`src/rtl/serial_subtractor_pkg.sv`:
```
// Shared definitions for the bit-serial subtractor: FSM state encodings.
package serial_subtractor_pkg;

  typedef enum logic [1:0] {
    StIdle  = 2'd0,
    StShift = 2'd1,
    StDone  = 2'd2
  } state_e;

endpackage

```
`src/rtl/full_subtractor_dataflow.sv`:
```
// One-bit full subtractor: d = a - b - bin, with borrow out.
module full_subtractor_dataflow (
  input  logic a,
  input  logic b,
  input  logic bin,
  output logic d,
  output logic bout
);

  assign d    = a ^ b ^ bin;
  assign bout = (~a & b) | (~(a ^ b) & bin);

endmodule

```
`src/rtl/serial_subtractor.sv`:
```
// Bit-serial unsigned subtractor: computes a - b one bit per cycle, LSB first.
module serial_subtractor
  import serial_subtractor_pkg::*;
#(
  parameter int unsigned WIDTH = 8
) (
  input  logic             clk,
  input  logic             rst_n,
  input  logic             start,
  input  logic [WIDTH-1:0] a,
  input  logic [WIDTH-1:0] b,
  output logic             busy,
  output logic             done,
  output logic [WIDTH-1:0] diff,
  output logic             borrow
);

  localparam int unsigned CntW = $clog2(WIDTH + 1);
  localparam logic [CntW-1:0] CntMax = CntW'(WIDTH);

  state_e           state_q, state_d;
  logic [WIDTH-1:0] a_q, a_d;
  logic [WIDTH-1:0] b_q, b_d;
  logic [WIDTH-1:0] res_q, res_d;
  logic [CntW-1:0]  cnt_q, cnt_d;
  logic             bin_q, bin_d;
  logic             busy_q, busy_d;
  logic             done_q, done_d;
  logic [WIDTH-1:0] diff_q, diff_d;
  logic             borrow_q, borrow_d;
  logic             bit_d, bit_bout;

  full_subtractor_dataflow u_fsub (
    .a    (a_q[0]),
    .b    (b_q[0]),
    .bin  (bin_q),
    .d    (bit_d),
    .bout (bit_bout)
  );

  // Next-state logic: capture, shift one bit per cycle, then publish the result.
  always_comb begin
    state_d  = state_q;
    a_d      = a_q;
    b_d      = b_q;
    res_d    = res_q;
    cnt_d    = cnt_q;
    bin_d    = bin_q;
    done_d   = 1'b0;
    diff_d   = diff_q;
    borrow_d = borrow_q;
    unique case (state_q)
      StIdle: begin
        if (start) begin
          a_d     = a;
          b_d     = b;
          bin_d   = 1'b0;
          cnt_d   = '0;
          state_d = StShift;
        end
      end
      StShift: begin
        a_d   = a_q >> 1;
        b_d   = b_q >> 1;
        // Difference bit enters at the MSB so the LSB lands at bit 0 after WIDTH shifts.
        res_d = (res_q >> 1) | (WIDTH'(bit_d) << (WIDTH - 1));
        bin_d = bit_bout;
        cnt_d = cnt_q + CntW'(1);
        if (cnt_d == CntMax) begin
          state_d = StDone;
        end
      end
      StDone: begin
        diff_d   = res_q;
        borrow_d = bin_q;
        done_d   = 1'b1;
        state_d  = StIdle;
      end
      default: state_d = StIdle;
    endcase
    // Busy is registered so it stays high through the cycle the done pulse is visible.
    busy_d = (state_d != StIdle) || (state_q == StDone);
  end

  // State and datapath registers with synchronous active-low reset.
  always_ff @(posedge clk) begin
    if (!rst_n) begin
      state_q  <= StIdle;
      a_q      <= '0;
      b_q      <= '0;
      res_q    <= '0;
      cnt_q    <= '0;
      bin_q    <= 1'b0;
      busy_q   <= 1'b0;
      done_q   <= 1'b0;
      diff_q   <= '0;
      borrow_q <= 1'b0;
    end else begin
      state_q  <= state_d;
      a_q      <= a_d;
      b_q      <= b_d;
      res_q    <= res_d;
      cnt_q    <= cnt_d;
      bin_q    <= bin_d;
      busy_q   <= busy_d;
      done_q   <= done_d;
      diff_q   <= diff_d;
      borrow_q <= borrow_d;
    end
  end

  assign busy   = busy_q;
  assign done   = done_q;
  assign diff   = diff_q;
  assign borrow = borrow_q;

endmodule

```
`config.mk`:
```
export PLATFORM = sky130hd
export DESIGN_NAME = serial_subtractor
export DESIGN_NICKNAME = d
export VERILOG_FILES = /design/src/rtl/serial_subtractor_pkg.sv /design/src/rtl/full_subtractor_dataflow.sv /design/src/rtl/serial_subtractor.sv
export SDC_FILE = /design/constraint.sdc
export NUM_CORES = 1
export LEC_CHECK = 0
export BUFFER_PORTS_ARGS = -buffer_cell sky130_fd_sc_hd__buf_2
export CORE_ASPECT_RATIO = 0.7
export CORE_UTILIZATION = 45
export DETAILED_ROUTE_END_ITERATION = 7
export PLACE_DENSITY_LB_ADDON = 0.15
export SKIP_CTS_REPAIR_TIMING = 1
export SLEW_MARGIN = 20
export SYNTH_ARGS = -nofsm -noshare
export SYNTH_HDL_FRONTEND = slang
export SYNTH_HIERARCHICAL = 1
export SYNTH_SLANG_ARGS = --single-unit
```
`constraint.sdc`:
```
create_clock -name clk -period 1.1 [get_ports clk]
set_clock_uncertainty 0.05 [all_clocks]
set_input_delay 0.165 -clock clk [delete_from_list [all_inputs] [get_ports clk]]
set_output_delay 0.165 -clock clk [all_outputs]
set_load 0.01 [all_outputs]
```
==> results.sh <==
export IMPL_arrival_ns=1.29
export IMPL_critPathMaxStageDelay_ns=0.37
export IMPL_r2r_slack_ns=-0.06
export IMPL_rsz0062_at_grt="yes"
export IMPL_final_cell_mix="nand2_1 (50), a21oi_1 (37), dfxtp_1 (36)"
export IMPL_synthCells=201
export IMPL_grt_overflow=0
export IMPL_ctsLongestPathBuffers=2
export IMPL_cts_tree="done"
export IMPL_synthMuxAreaShare=0.00610
export IMPL_cp_top_family="compound AO/OA/AOI/OAI gates"
export IMPL_drc=0
export IMPL_clkLatencyLatePin_ns=0.29
export IMPL_min_path_cells=3
export IMPL_die_x_microns=74.2
export IMPL_grt_total_usage=0.207
export IMPL_area_delta_synth_final_pct=31.4
export IMPL_synth_ff_type="dfxtp_1"
export IMPL_drive_gt1_frac=0.339
export IMPL_initial_core_util=0.495
export IMPL_first_global_vias=1364
export IMPL_synth_xor_area_frac=0.00534
export IMPL_cp_depth=4
export IMPL_final_util=0.650
export IMPL_fin_setup_tns_ns=-0.510
export IMPL_grt_max_degree=22
export IMPL_relSlewSlack=0.714
export IMPL_port_buffers=29
export IMPL_root_buffer="clkbuf_8"
export IMPL_num_antenna_cells=0
export IMPL_vdd_drop_max_mv=0.950
export IMPL_regToRegEndpoint="cnt_q[1]$_SDFFE_PN0P_"
export IMPL_synth_edf_count=0
export IMPL_hold_viol_final=0
export IMPL_die_area_sq_um=3900
export IMPL_status="finished, violations left"
export IMPL_cts_buffers=5
export IMPL_vias=1503
export IMPL_drt_initial_drc_count=63
export IMPL_place_gp_congestion=0.774
export IMPL_dpl_hpwl_mm=2.47
export IMPL_fin_crit_ns=1.16
export IMPL_min_from="a[4]"
export IMPL_io_pins=30
export IMPL_slowest_stage="dfxtp_4"
export IMPL_cts_max_level=2
export IMPL_synth_compound_area_frac=0.231
export IMPL_routedWlPerCell_microns=12.9
export IMPL_cts_sinks=42
export IMPL_start_kind="flip-flop"
export IMPL_synthSimpleGateAreaFrac=0.173
export IMPL_totalPowerFinal_w=0.00289
export IMPL_antenna_found_initial=0
export IMPL_fp_row_count=17
export IMPL_final_area_sq_um=2160
export IMPL_critPathCaptureType="flip-flop"
export IMPL_ys_seq_area_frac=0.512
export IMPL_cp_required_ns=1.23
export IMPL_crit_buf_inv=1
export IMPL_dr_pass1_iters=4
export IMPL_hold_class="in2reg"
export IMPL_p_leak_nw=0.878
export IMPL_ant_nets=0
export IMPL_synth_area_per_cell_sq_um=8.17
export IMPL_timing_hold_ws_ns=0.0578
export IMPL_fill_cells=313
export IMPL_path_max_fanout=21
export IMPL_layout_commonest_cell="nand2_1"
export IMPL_hold_path_end="a_q[4]$_SDFFE_PN0P_"
export IMPL_path_clk_slew_ns=0.07
export IMPL_routed_wl_mm=3.74
export IMPL_fp_dieH_microns=52.5
export IMPL_fmax_mhz=861
export IMPL_yosysWarnings=6
export IMPL_grt_first_pass_wirelength_mm=5.89
export IMPL_finalSetupViolations=19
export IMPL_worstReg2RegStart="state_q[1]$_SDFF_PN0_"
export IMPL_violations="setup timing"
export IMPL_maxCapViolCount=0
export IMPL_crit_type="reg2reg"
export IMPL_ys_seq_elements=42
export IMPL_async_flop_share=0
export IMPL_crit_chain="o21bai_2 > buf_12 > a22oi_1 > nor2_1"
export IMPL_period_share=1.06
export IMPL_drv_slew=0
export IMPL_tightest_slew_ns=0.428
export IMPL_viasPerCell=5.20
export IMPL_power_density_nw_per_um2=1340
export IMPL_placed_area_sq_um=1920
export IMPL_core_area_sq_um=3320
export IMPL_syn_nets=222
export IMPL_synth_top_family_by_area="compound AO/OA/AOI/OAI gates"
export IMPL_synth_area_sq_um=1640
export IMPL_fin_nets=263
export IMPL_reg2reg_depth=4
export IMPL_yosys_area_share_adder=0.0198
export IMPL_finalWorstSetupSlack_ns=-0.0613
export IMPL_synth_cell_type_count=28
stage by stage:
step                      cells  setup WS, ns
final                       289       -0.0613
after global routing        289        -0.107
after CTS                   287        -0.118
after detailed placement    280       -0.0821
after global placement      280       -0.0203
after floorplan             201       0.00290
registers in the layout, indices dropped and copies added, names as in the netlist, 2 cells and up:
name,flops
cnt_q,4
diff,8
a_q,8
state_q,2
b_q,8
res_q,8
worst min-delay path, stage by stage:
cell and delay [ns]:
buf_2 0.10, nand2_1 0.04, a21oi_1 0.05
worst max-delay path by stage:
stage                               start                    end  slack, ns
finish              state_q[1]$_SDFF_PN0_  cnt_q[1]$_SDFFE_PN0P_      -0.06
global route        state_q[0]$_SDFF_PN0_    b_q[6]$_SDFFE_PN0P_      -0.11
CTS                 state_q[1]$_SDFF_PN0_    a_q[0]$_SDFFE_PN0P_      -0.12
detailed placement  state_q[1]$_SDFF_PN0_    a_q[0]$_SDFFE_PN0P_      -0.08
global placement    state_q[1]$_SDFF_PN0_  cnt_q[3]$_SDFFE_PN0P_      -0.02
floorplan           state_q[1]$_SDFF_PN0_  cnt_q[3]$_SDFFE_PN0P_      0.003
report_power, final:
group | switching (W) | internal, W
Combinational | 0.000185 | 0.000158
Clock | 0.000496 | 0.000426
Sequential | 0.0000448 | 0.00158
synthesized netlist by cell type (2+ instances only):
cell       n  area share
nor2_1     6       0.014
nor2b_1    2      0.0076
inv_1      3      0.0069
o21ai_0   14       0.043
buf_2      6       0.018
nand2b_1   2      0.0076
dfxtp_1   42        0.51
a22oi_1    4       0.018
nand3_1    4       0.012
a21oi_1   47        0.14
buf_4      2      0.0091
buf_1      2      0.0046
nand2_1   50        0.11
clkbuf_1   2      0.0046
o211a_1    2       0.012
metal layers:
metal	vias up	routed length [microns]	global-route usage
met5	-	0	0
met4	0	31	0.0673
met3	4	172	0.0808
met2	31	1710	0.330
met1	709	1820	0.256
li1	759	-	-
layout make-up:
cell class,instances,area (sq um),area share
Tap cell,47,58.8,0.0273
Clock inverter,2,10.0,0.00464
Multi-Input combinational cell,142,808,0.375
Sequential cell,42,853,0.396
Inverter,4,15.0,0.00696
Timing Repair Buffer,47,343,0.159
Clock buffer,5,68.8,0.0319
cells by family after synthesis:
logic type | Yosys count
mux | 1
fa+ha+maj | 2
buf+inv | 17
simple gates | 68
compound gates | 70
flops | 42
xor+xnor | 1
(Power assumes the default switching activity.)
